[config.mk]
export PLATFORM = sky130hd
export DESIGN_NAME = fifo_wr_arbiter
export DESIGN_NICKNAME = d
export VERILOG_FILES = /design/src/rtl/fifo_wr_arbiter.sv
export SDC_FILE = /design/constraint.sdc
export NUM_CORES = 1
export LEC_CHECK = 0
export CORE_ASPECT_RATIO = 1.4
export CORE_MARGIN = 3
export CORE_UTILIZATION = 37
export CTS_CLUSTER_SIZE = 20
export DETAILED_ROUTE_END_ITERATION = 16
export PLACE_DENSITY = 0.86
export RECOVER_POWER = 100
export SETUP_SLACK_MARGIN = 0.2
export SLEW_MARGIN = 0
export SYNTH_ARGS = -nofsm -noshare
export SYNTH_HDL_FRONTEND = slang
export SYNTH_SLANG_ARGS = --single-unit
[constraint.sdc]
create_clock -name clk_i -period 7.85 [get_ports clk_i]
set_clock_uncertainty 0.15 [all_clocks]
set_input_delay 1.57 -clock clk_i [delete_from_list [all_inputs] [get_ports clk_i]]
set_output_delay 1.57 -clock clk_i [all_outputs]
set_load 0.005 [all_outputs]
[src/rtl/fifo_wr_arbiter.sv]
// fifo_wr_arbiter: round-robin arbiter that shares one FIFO write port among NUM_SRC Avalon-ST sources.
// Define FIFO_ARB_PKT_LOCK_EN to hold each grant until eop; without it the grant rotates after every beat.
//   state | meaning
//   IDLE  | no grant; pick next valid source starting at rr_ptr
//   BUSY  | one source granted; its beats pass to the FIFO under full backpressure
module fifo_wr_arbiter #(
  parameter int DATABITS_PER_SYMBOL = 8,
  parameter int SYMBOLS_PER_BEAT    = 4,
  parameter int WIDTH               = DATABITS_PER_SYMBOL * SYMBOLS_PER_BEAT,
  parameter int NUM_SRC             = 3
) (
  input  logic                     clk_i,
  input  logic                     rst_i,
  input  logic [NUM_SRC*WIDTH-1:0] src_data_i,
  input  logic [NUM_SRC-1:0]       src_valid_i,
  input  logic [NUM_SRC-1:0]       src_sop_i,
  input  logic [NUM_SRC-1:0]       src_eop_i,
  output logic [NUM_SRC-1:0]       src_ready_o,
  output logic [WIDTH-1:0]         fifo_data_o,
  output logic                     fifo_wr_o,
  input  logic                     fifo_full_i,
  output logic [NUM_SRC-1:0]       grant_o,
  output logic [15:0]              pkt_cnt_o
);

  localparam int IDXW = (NUM_SRC > 1) ? $clog2(NUM_SRC) : 1;

  typedef enum logic {IDLE, BUSY} state_t;

  state_t             state, state_nx;
  logic [NUM_SRC-1:0] grant, grant_nx;
  logic [IDXW-1:0]    rr_ptr, rr_ptr_nx;
  logic [IDXW-1:0]    gidx, gidx_nx;
  logic [IDXW-1:0]    pick;
  logic [15:0]        pkt_cnt, pkt_cnt_nx;
  logic               found;
  logic               accept;
  logic               last_beat;
  logic               release_now;
  logic               unused_sop;

  // sop carries no meaning for arbitration; only eop ends a packet
  assign unused_sop = ^src_sop_i;

  function automatic logic [IDXW-1:0] wrap_idx(input logic [IDXW-1:0] base, input int offs);
    int sum;
    sum = int'(base) + offs;
    if (sum >= NUM_SRC) sum = sum - NUM_SRC;
    return IDXW'(sum);
  endfunction

  always_comb begin
    found = 1'b0;
    pick  = '0;
    for (int i = 0; i < NUM_SRC; i++) begin
      if (!found && src_valid_i[wrap_idx(rr_ptr, i)]) begin
        found = 1'b1;
        pick  = wrap_idx(rr_ptr, i);
      end
    end
  end

  always_comb begin
    fifo_data_o = '0;
    for (int k = 0; k < NUM_SRC; k++) begin
      if (state == BUSY && gidx == IDXW'(k)) fifo_data_o = src_data_i[k*WIDTH +: WIDTH];
    end
  end

  assign accept    = (state == BUSY) && src_valid_i[gidx] && !fifo_full_i;
  assign last_beat = src_eop_i[gidx];

`ifdef FIFO_ARB_PKT_LOCK_EN
  assign release_now = accept && last_beat;
`else
  assign release_now = accept;
`endif

  assign fifo_wr_o   = accept;
  assign src_ready_o = (state == BUSY && !fifo_full_i) ? grant : '0;
  assign grant_o     = grant;
  assign pkt_cnt_o   = pkt_cnt;

  always_comb begin
    state_nx   = state;
    grant_nx   = grant;
    rr_ptr_nx  = rr_ptr;
    gidx_nx    = gidx;
    pkt_cnt_nx = pkt_cnt;
    if (accept && last_beat) pkt_cnt_nx = pkt_cnt + 16'd1;
    case (state)
      IDLE: begin
        if (found) begin
          state_nx       = BUSY;
          grant_nx       = '0;
          grant_nx[pick] = 1'b1;
          gidx_nx        = pick;
          rr_ptr_nx      = wrap_idx(pick, 1);
        end
      end
      BUSY: begin
        if (release_now) begin
          state_nx = IDLE;
          grant_nx = '0;
        end
      end
      default: begin
        state_nx = IDLE;
        grant_nx = '0;
      end
    endcase
  end

  always_ff @(posedge clk_i or posedge rst_i) begin
    if (rst_i) begin
      state   <= IDLE;
      grant   <= '0;
      rr_ptr  <= '0;
      gidx    <= '0;
      pkt_cnt <= '0;
    end else begin
      state   <= state_nx;
      grant   <= grant_nx;
      rr_ptr  <= rr_ptr_nx;
      gidx    <= gidx_nx;
      pkt_cnt <= pkt_cnt_nx;
    end
  end

endmodule

==> run_results.csv, run 1 <==
group,metric,value,unit
outcome,status,"complete, but fails checks",
job,cap_viol_max_count,1,
power_and_ir_drop,cellInternalPower,0.5519,mW
routing,routed_wl,7827,um
power_and_ir_drop,netSwitchingPower,0.3813,mW
clock_network,clk_pin_slew,0.09,ns
power_and_ir_drop,p_seq_share,22.1,%
die,core,5565,sq um
global_route,grt_pass1_vias,2562,
min_path,min_path_cells,1,
setup_path,crit_path_max_fanout,36,
clock_network,clk_path_buf_depth,2,
clock_network,cts_resized,0,
power_and_ir_drop,finalPower,0.9332,mW
die,fp-row-count,32,
setup_path,cp-end-kind,"output pin",
cells_and_area,drive_above_1_share,2.098,%
routing,viasPerCell,5.213,
cells_and_area,finalInstanceArea,3804,sq um
timing,grt_setup_unrepaired,"no",
timing,final-setup-viol-count,0,
cells_and_area,regArea,600.6,sq um
cells_and_area,diodes,0,
cells_and_area,fillerInstances,481,
timing,hold_viol,0,
synthesis,synth_cell_types,37,
synthesis,ys.flop_type,"dfrtp_1",
timing,min_period,5.994,ns
synthesis,syn_nets,395,
setup_path,required,6.13,ns
cells_and_area,syn2layout_area_growth,76.85,%
timing,timing.final.ws_setup,1.856,ns
min_path,hp-class,"flip-flop to flip-flop",
synthesis,netlist_area,2151,sq um
global_route,grt_remaining_overflow,0,
setup_path,r2r_slack,3.48,ns
synthesis,ys_seq_area_share,27.92,%
routing,ant_nets,0,
power_and_ir_drop,power.leakage,1.662,nW
min_path,hold_end,"pkt_cnt_o[15]",
place,pre_cts_ws,2.891,ns
global_route,grt_max_degree,38,
timing,fin_setup_tns,0,ns
die,die_x,70.44,um
global_route,grt_pass1_wl,12190,um
setup_path,cp.arrival,4.27,ns
synthesis,avgSynthCellArea,7.681,sq um
timing,worst_pin_slew,1.929,ns
place,io_buffers,159,
synthesis,synthArstFlopShare,100.0,%
global_route,antenna_found_initial,0,
cells_and_area,multi_input_area,1406,sq um
timing,final.period_utilization,76.35,%
clock_network,cts_hold_buf,0,
synthesis,ys_warn_count,0,
timing,max_freq,166.8,MHz
global_route,grt_use_total,21.65,%
setup_path,reg2reg_from,"gidx[1]",
die,fp.dieH,96.21,um
die,dieArea,6777,sq um
synthesis,ys_ff_latch,24,
setup_path,reg2regPathDepth,6,
clock_network,cts.sinks,24,
clock_network,numCtsBuffers,3,
clock_network,cts_tree,"done",
min_path,holdCritStartpoint,"pkt_cnt_o[15]",
clock_network,insertion_delay,0.27,ns
power_and_ir_drop,p_per_area,245.4,nW/um^2
clock_network,cts_max_level,1,
power_and_ir_drop,pwr-share-clk,11.6,%
routing,vias,2591,
setup_path,r2r_end,"pkt_cnt_o[15]",
power_and_ir_drop,vdd_drop_max,0.1765,mV
setup_path,crit_type,"flip-flop to output pin",
power_and_ir_drop,p_comb_share,66.2,%
routing,wire_per_inst,15.75,um
synthesis,synth_edf_count,0,
place,placed_area,3776,sq um
die,io_pins,163,
setup_path,startpoint_type,"flip-flop",
routing,detail_route.first_pass.iterations,4,
place,hpwl,6022,um
routing,drt_iter0_drc,93,
power_and_ir_drop,switching_share,40.86,%
synthesis,syn-instance-count,280,
die,initial_core_util,38.65,%
clock_network,root_buffer,"clkbuf_8",
outcome,violations,"capacitance limit, slew limit",
cells_and_area,final_nets,545,
synthesis,yosys.area.top_type,"dfrtp_1",
synthesis,ys_top_cells_by_area,"dfrtp_1 28%, mux2i_1 17%, nor2_1 13%, a21oi_1 8.1%, xnor2_1 4.5%",
cells_and_area,final_cells,497,
clock_network,cts_setup_buffers,0,
timing,drv_slew,37,
routing,drc,0,
synthesis,yosysTopAreaCellShare,27.92,%
place,place_congestion,0.8386,
timing,relSlewSlack,-28.59,%
place,dp.cells,493,
## state kept, by name (all words and copies together), names as in the netlist
register,cells
gidx,2
grant_o,3
pkt_cnt_o,16
rr_ptr,2
state,1
## routing by layer
layer | vias to the layer above | GRT usage, % | routed length, um
met5 | - | 0 | 0
met4 | 0 | 3.834 | 108
met3 | 12 | 4.493 | 644
met2 | 127 | 40.08 | 3987
met1 | 1207 | 25.96 | 3086
li1 | 1245 | - | -
## worst max-delay path by stage
stage | start | to | slack (ns)
after floorplan | src_valid_i[2] | fifo_wr_o | 4.13
after global placement | src_valid_i[0] | fifo_wr_o | 2.91
after detailed placement | src_valid_i[0] | fifo_wr_o | 2.89
after CTS | src_valid_i[0] | fifo_wr_o | 2.87
after global routing | gidx[1] | fifo_data_o[21] | 1.52
final | gidx[1] | fifo_data_o[27] | 1.86
## placed cells by master, fill, tap and decap left out, types with 2 or more instances in the layout
| cell type | instances |
|---|---|
| clkdlybuf4s50_1 | 106 |
| inv_1 | 8 |
| clkbuf_8 | 3 |
| a21o_1 | 3 |
| a21oi_1 | 35 |
| o22ai_1 | 3 |
| nand3_1 | 6 |
| nor2_1 | 77 |
| dlygate4sd3_1 | 53 |
| dfrtp_1 | 24 |
| or4_1 | 2 |
| nand2b_1 | 3 |
| ha_1 | 7 |
| nand2_1 | 13 |
| xor2_1 | 4 |
| and2_1 | 2 |
| xnor2_1 | 11 |
| o21ai_0 | 7 |
| nor2b_1 | 3 |
| nand4_1 | 3 |
| mux2i_1 | 37 |
| clkbuf_1 | 2 |
## worst max-delay path, cell delays in order, from the launching register on
cell and delay (ns):
dfrtp_1 1.11, nor2b_1 1.42, clkbuf_1 0.61, a21oi_1 0.15, nor2_1 0.10, dlygate4sd3_1 0.61
## cell usage after synthesis (all sizes together), types with 2 or more instances
library cell / number
or4: 2
and2: 3
buf: 9
ha: 7
o22ai: 3
xor2: 4
clkbuf: 8
nand3: 6
dfrtp: 24
mux2i: 37
nand4: 3
a21oi: 35
nor2b: 3
nand2: 13
nand2b: 3
a21o: 3
o21ai: 7
xnor2: 11
mux2: 2
inv: 9
nor2: 77
## final cells by class
cell class,instances,share of cell area [%]
Clock buffer,3,1.086
Tap cell,68,2.237
Timing Repair Buffer,162,42.24
Clock inverter,1,0.7895
Sequential cell,24,15.79
Multi-Input combinational cell,230,36.97
Inverter,9,0.8882
## power by group through the flow
stage / sequential, mW / combinational [mW] / clock, mW
after floorplan: 0.177 / 0.372 / 0
after global placement: 0.208 / 0.647 / 0
after detailed placement: 0.209 / 0.663 / 0
after CTS: 0.208 / 0.668 / 0.109
after global routing: 0.213 / 0.688 / 0.114
final: 0.206 / 0.618 / 0.109
## cell families after synthesis
kind of cell	count (synthesis)	synth area share, %
simple gates	114	23.79
compound gates	55	14.78
mux	39	18.27
buf+inv	26	5.061
flops	24	27.92
xor+xnor	15	6.108
fa+ha+maj	7	4.072
## through the flow
step / utilization [%] / hold WS (ns)
2_1_floorplan: - / 0.3184
3_3_place_gp: 67.85 / 0.3110
3_5_place_dp: 67.85 / 0.3170
4_1_cts: 69.13 / 0.3345
5_1_grt: 68.35 / 0.3671
6_report: 68.35 / 0.3275
No activity file was read; power rests on OpenSTA's default activity.
==> inputs of run 2 (changes only) <==
CORE_UTILIZATION = 31   (was 37)
PLACE_DENSITY = 0.77   (was 0.86)
clock period = 5.22 ns   (was 7.85 ns; I/O delays follow)
==> run 2 against run 1 <==
- the flow now finishes without violations
- total power increased by 51%
- hold slack improved by 0.018 ns
- global-route usage decreased by 2.9 points
- largest power group unchanged
- highest routed layer unchanged
==> run_results.csv, run 2 (synthesis results as in run 1) <==
group,metric,value,unit
cells_and_area,final_cells,522,
setup_path,startpoint_type,"flip-flop",
routing,ant_nets,0,
power_and_ir_drop,pwr-share-clk,11.5,%
timing,relSlewSlack,38.39,%
routing,drt_iter0_drc,89,
global_route,antenna_found_initial,0,
power_and_ir_drop,switching_share,40.82,%
cells_and_area,final_nets,546,
min_path,hp-class,"flip-flop to flip-flop",
clock_network,cts_max_level,1,
cells_and_area,final_core_util,57.76,%
global_route,use_met3,3.793,%
timing,worst_pin_slew,0.9241,ns
timing,grt_setup_unrepaired,"no",
cells_and_area,layout_common_cells,"109 x clkdlybuf4s50_1, 77 x nor2_1, 50 x dlygate4sd3_1",
routing,vias,2531,
setup_path,cp-end-kind,"output pin",
place,io_buffers,159,
global_route,grt_pass1_vias,2548,
die,fp-row-count,35,
job,cap_viol_max_count,0,
clock_network,cts.sinks,24,
cells_and_area,drive_above_1_share,2.791,%
min_path,min_path_cells,1,
timing,drv_slew,0,
cells_and_area,largest_reg_flops,16,
setup_path,crit_type,"flip-flop to output pin",
power_and_ir_drop,finalPower,1.406,mW
timing,hold_viol,0,
clock_network,cts_hold_buf,0,
timing,min_period,4.164,ns
timing,max_freq,240.2,MHz
clock_network,cts_setup_buffers,0,
power_and_ir_drop,cellInternalPower,0.8320,mW
routing,detail_route.first_pass.iterations,4,
clock_network,insertion_delay,0.27,ns
setup_path,crit_path_max_fanout,19,
die,initial_core_util,32.31,%
clock_network,cts_resized,0,
global_route,grt_max_degree,38,
setup_path,required,4.03,ns
cells_and_area,diodes,0,
global_route,grt_pass1_wl,12520,um
cells_and_area,final_common_cell,"clkdlybuf4s50_1",
power_and_ir_drop,netSwitchingPower,0.5739,mW
die,io_pins,163,
place,dp.cells,518,
timing,final.period_utilization,79.77,%
die,dieArea,7987,sq um
clock_network,numCtsBuffers,3,
clock_network,clk_path_buf_depth,2,
cells_and_area,syn2layout_area_growth,78.77,%
timing,final-setup-viol-count,0,
clock_network,root_buffer,"clkbuf_8",
outcome,status,"completed",
routing,wire_per_inst,14.79,um
setup_path,cp.arrival,2.97,ns
place,pre_cts_ws,1.327,ns
global_route,grt_remaining_overflow,0,
global_route,use_met1,21.55,%
die,die_x,76.40,um
global_route,grt_use_total,18.75,%
die,fp.dieH,104.6,um
power_and_ir_drop,p_per_area,365.6,nW/um^2
clock_network,clk_pin_slew,0.09,ns
routing,viasPerCell,4.849,
clock_network,cts_tree,"done",
routing,drc,0,
power_and_ir_drop,power.leakage,1.662,nW
power_and_ir_drop,vdd_drop_max,0.2322,mV
timing,fin_setup_tns,0,ns
place,hpwl,5971,um
setup_path,reg2regPathDepth,7,
global_route,busiest_layer,"met2",
place,place_congestion,0.8080,
power_and_ir_drop,p_seq_share,20.6,%
global_route,grt.met2_usage,35.85,%
routing,routed_wl,7720,um
power_and_ir_drop,p_comb_share,67.9,%
die,core,6656,sq um
timing,timing.final.ws_setup,1.056,ns
==> run 2: worst paths after layout <==
check | from | to | slack, ns
hold reg to reg | pkt_cnt_o[12] | pkt_cnt_o[12] | 0.35
setup reg to reg | gidx[1] | pkt_cnt_o[15] | 1.72
setup / recovery | gidx[1] | fifo_wr_o | 1.06
hold / removal | pkt_cnt_o[12] | pkt_cnt_o[12] | 0.35
max in group asynchronous | rst_i | pkt_cnt_o[1] | 3.13
min in group asynchronous | rst_i | pkt_cnt_o[11] | 1.23
==> run 2: worst max-delay path, stage by stage, from the launching register on <==
cell,delay (ns)
dfrtp_1,0.95
buf_4,0.46
mux2i_1,0.25
o2bb2ai_1,0.11
nand2_1,0.24
inv_1,0.09
dlygate4sd3_1,0.60
==> run 2: final cells by class <==
class                   instances  area (sq um)
multi-input cells             230          1406
clock buffers                   3         41.29
well taps                      92         115.1
flip-flops and latches         24         600.6
clock inverters                 1         30.03
inverters                       9         33.78
repair buffers                163          1618
fillers                       633          2811
==> run 2: layer usage <==
metal  vias to the layer above  share of wire (%)
li1                       1244                  -
met1                      1172                 40
met2                       110                 52
met3                         5                7.4
met4                         0               0.82
met5                         -                  0
==> run 2: power groups by stage <==
stage                     Clock, mW  Sequential [mW]  Combinational [mW]
after global routing          0.170            0.296                1.05
after global placement            0            0.293                1.00
final                         0.162            0.289               0.955
after detailed placement          0            0.294                1.03
after CTS                     0.166            0.291                1.03
after floorplan                   0            0.266               0.560
==> run 2: through the flow <==
step,hold WS (ns),cell area [sq um]
finish,0.3452,3845
global placement,0.3116,3814
global route,0.3706,3845
CTS,0.3463,3885
floorplan,0.3184,2151
detailed placement,0.3187,3814
==> inputs of run 3 (changes only) <==
CORE_UTILIZATION = 34   (was 31)
PLACE_DENSITY = 0.8   (was 0.77)
clock period = 3.85 ns   (was 5.22 ns; I/O delays follow)
==> run 3 against run 2 <==
- flip-flop and latch count stayed put
- critical path depth unchanged
- clock power is 7% lower
- largest cell class unchanged
- global-route usage rose by 1.1 points
- critical endpoint unchanged
==> run_results.csv, run 3 (synthesis results as in run 1) <==
group,metric,value,unit
timing,drv_slew,0,
setup_path,r2r_slack,0.80,ns
cells_and_area,final_common_cell,"clkdlybuf4s50_1",
cells_and_area,regArea,600.6,sq um
global_route,grt_use_total,19.85,%
global_route,grt_pass1_vias,2380,
clock_network,insertion_delay,0.27,ns
outcome,status,"completed",
cells_and_area,final_nets,548,
timing,grt_setup_unrepaired,"no",
routing,routed_wl,7751,um
timing,min_period,3.442,ns
global_route,grt_remaining_overflow,0,
timing,final-setup-viol-count,0,
power_and_ir_drop,power.leakage,1.659,nW
routing,vias,2534,
die,dieArea,7330,sq um
cells_and_area,syn2layout_area_growth,77.43,%
job,cap_viol_max_count,0,
cells_and_area,multi_input_area,1406,sq um
cells_and_area,fillerInstances,541,
place,io_buffers,159,
place,dp.cells,498,
global_route,grt_max_degree,36,
place,placed_area,3814,sq um
die,io_pins,163,
timing,max_freq,290.5,MHz
min_path,holdCritStartpoint,"pkt_cnt_o[15]",
setup_path,crit_type,"primary input to output pin",
clock_network,cts_hold_buf,0,
setup_path,r2r_end,"pkt_cnt_o[15]",
timing,final.period_utilization,89.40,%
setup_path,crit_path_max_fanout,9,
die,fp-row-count,33,
timing,worst_pin_slew,0.8962,ns
power_and_ir_drop,p_per_area,484.0,nW/um^2
cells_and_area,largest_reg_flops,16,
setup_path,cp.arrival,2.52,ns
die,die_x,73.22,um
routing,wire_per_inst,15.44,um
cells_and_area,final_cells,502,
clock_network,cts_setup_buffers,0,
cells_and_area,finalInstanceArea,3816,sq um
routing,drc,0,
die,initial_core_util,35.92,%
routing,viasPerCell,5.048,
clock_network,cts_resized,0,
routing,detail_route.first_pass.iterations,4,
power_and_ir_drop,finalPower,1.847,mW
setup_path,reg2regPathDepth,6,
global_route,antenna_found_initial,0,
clock_network,clk_pin_slew,0.07,ns
min_path,hp-class,"flip-flop to flip-flop",
die,fp.dieH,100.1,um
routing,ant_nets,0,
cells_and_area,layout_common_cells,"110 x clkdlybuf4s50_1, 77 x nor2_1, 49 x dlygate4sd3_1",
place,hpwl,6267,um
timing,fin_setup_tns,0,ns
clock_network,numCtsBuffers,3,
place,place_congestion,0.8342,
min_path,hold_end,"pkt_cnt_o[15]",
clock_network,clk_path_buf_depth,2,
cells_and_area,drive_above_1_share,3.009,%
timing,relSlewSlack,39.70,%
clock_network,cts.sinks,24,
clock_network,root_buffer,"clkbuf_8",
min_path,min_path_cells,1,
routing,drt_iter0_drc,62,
global_route,grt_pass1_wl,11590,um
cells_and_area,final_core_util,63.74,%
clock_network,cts_tree,"done",
die,core,5987,sq um
setup_path,cp-end-kind,"output pin",
setup_path,required,2.93,ns
setup_path,reg2reg_from,"gidx[1]",
power_and_ir_drop,vdd_drop_max,0.2678,mV
cells_and_area,diodes,0,
timing,hold_viol,0,
setup_path,startpoint_type,"primary input",
clock_network,cts_max_level,1,
## run 3: power by group
part / internal, mW / switching, mW
logic: 0.696 / 0.628
clock network: 0.0740 / 0.0766
registers: 0.310 / 0.0622
total: 1.08 / 0.767
## run 3: final cells by class
cell class	count	share of cell area [%]
Timing Repair Buffer	165	43.05
Inverter	9	0.8852
Tap cell	70	2.295
Sequential cell	24	15.74
Multi-Input combinational cell	230	36.85
Clock buffer	4	1.180
## run 3: per-layer routing
metal  part of all wire [%]  routed length [um]  vias to the layer above  track usage, %
met3                    9.0                 696                        9           4.609
met2                     51                3987                      110           36.39
li1                       -                   -                     1250               -
met1                     38                2963                     1165           22.84
met4                    1.3                 104                        0           4.403
met5                      0                   0                        -               0
## run 3: critical path, stage by stage
cell             delay (ns)
dlygate4sd3_1          0.65
mux2i_1                0.10
o2bb2ai_1              0.16
nand2_1                0.19
inv_1                  0.13
clkdlybuf4s50_1        0.53
## run 3: how the worst max path moves through the flow
stage | start | end | slack [ns] | cells past startpoint
after floorplan | rr_ptr[0] | rr_ptr[0] | 1.39 | 10
after global placement | src_valid_i[0] | fifo_wr_o | 0.54 | 6
after detailed placement | src_valid_i[0] | fifo_wr_o | 0.55 | 6
after CTS | src_valid_i[0] | fifo_wr_o | 0.54 | 6
after global routing | gidx[1] | fifo_wr_o | 0.26 | 5
final | src_valid_i[0] | fifo_wr_o | 0.41 | 6
## run 3: through the flow
stage	worst slack (ns)	hold slack [ns]
floorplan	1.389	0.3184
global placement	0.5445	0.3122
detailed placement	0.5455	0.3171
CTS	0.5370	0.3273
global route	0.2632	0.3335
finish	0.4081	0.3156
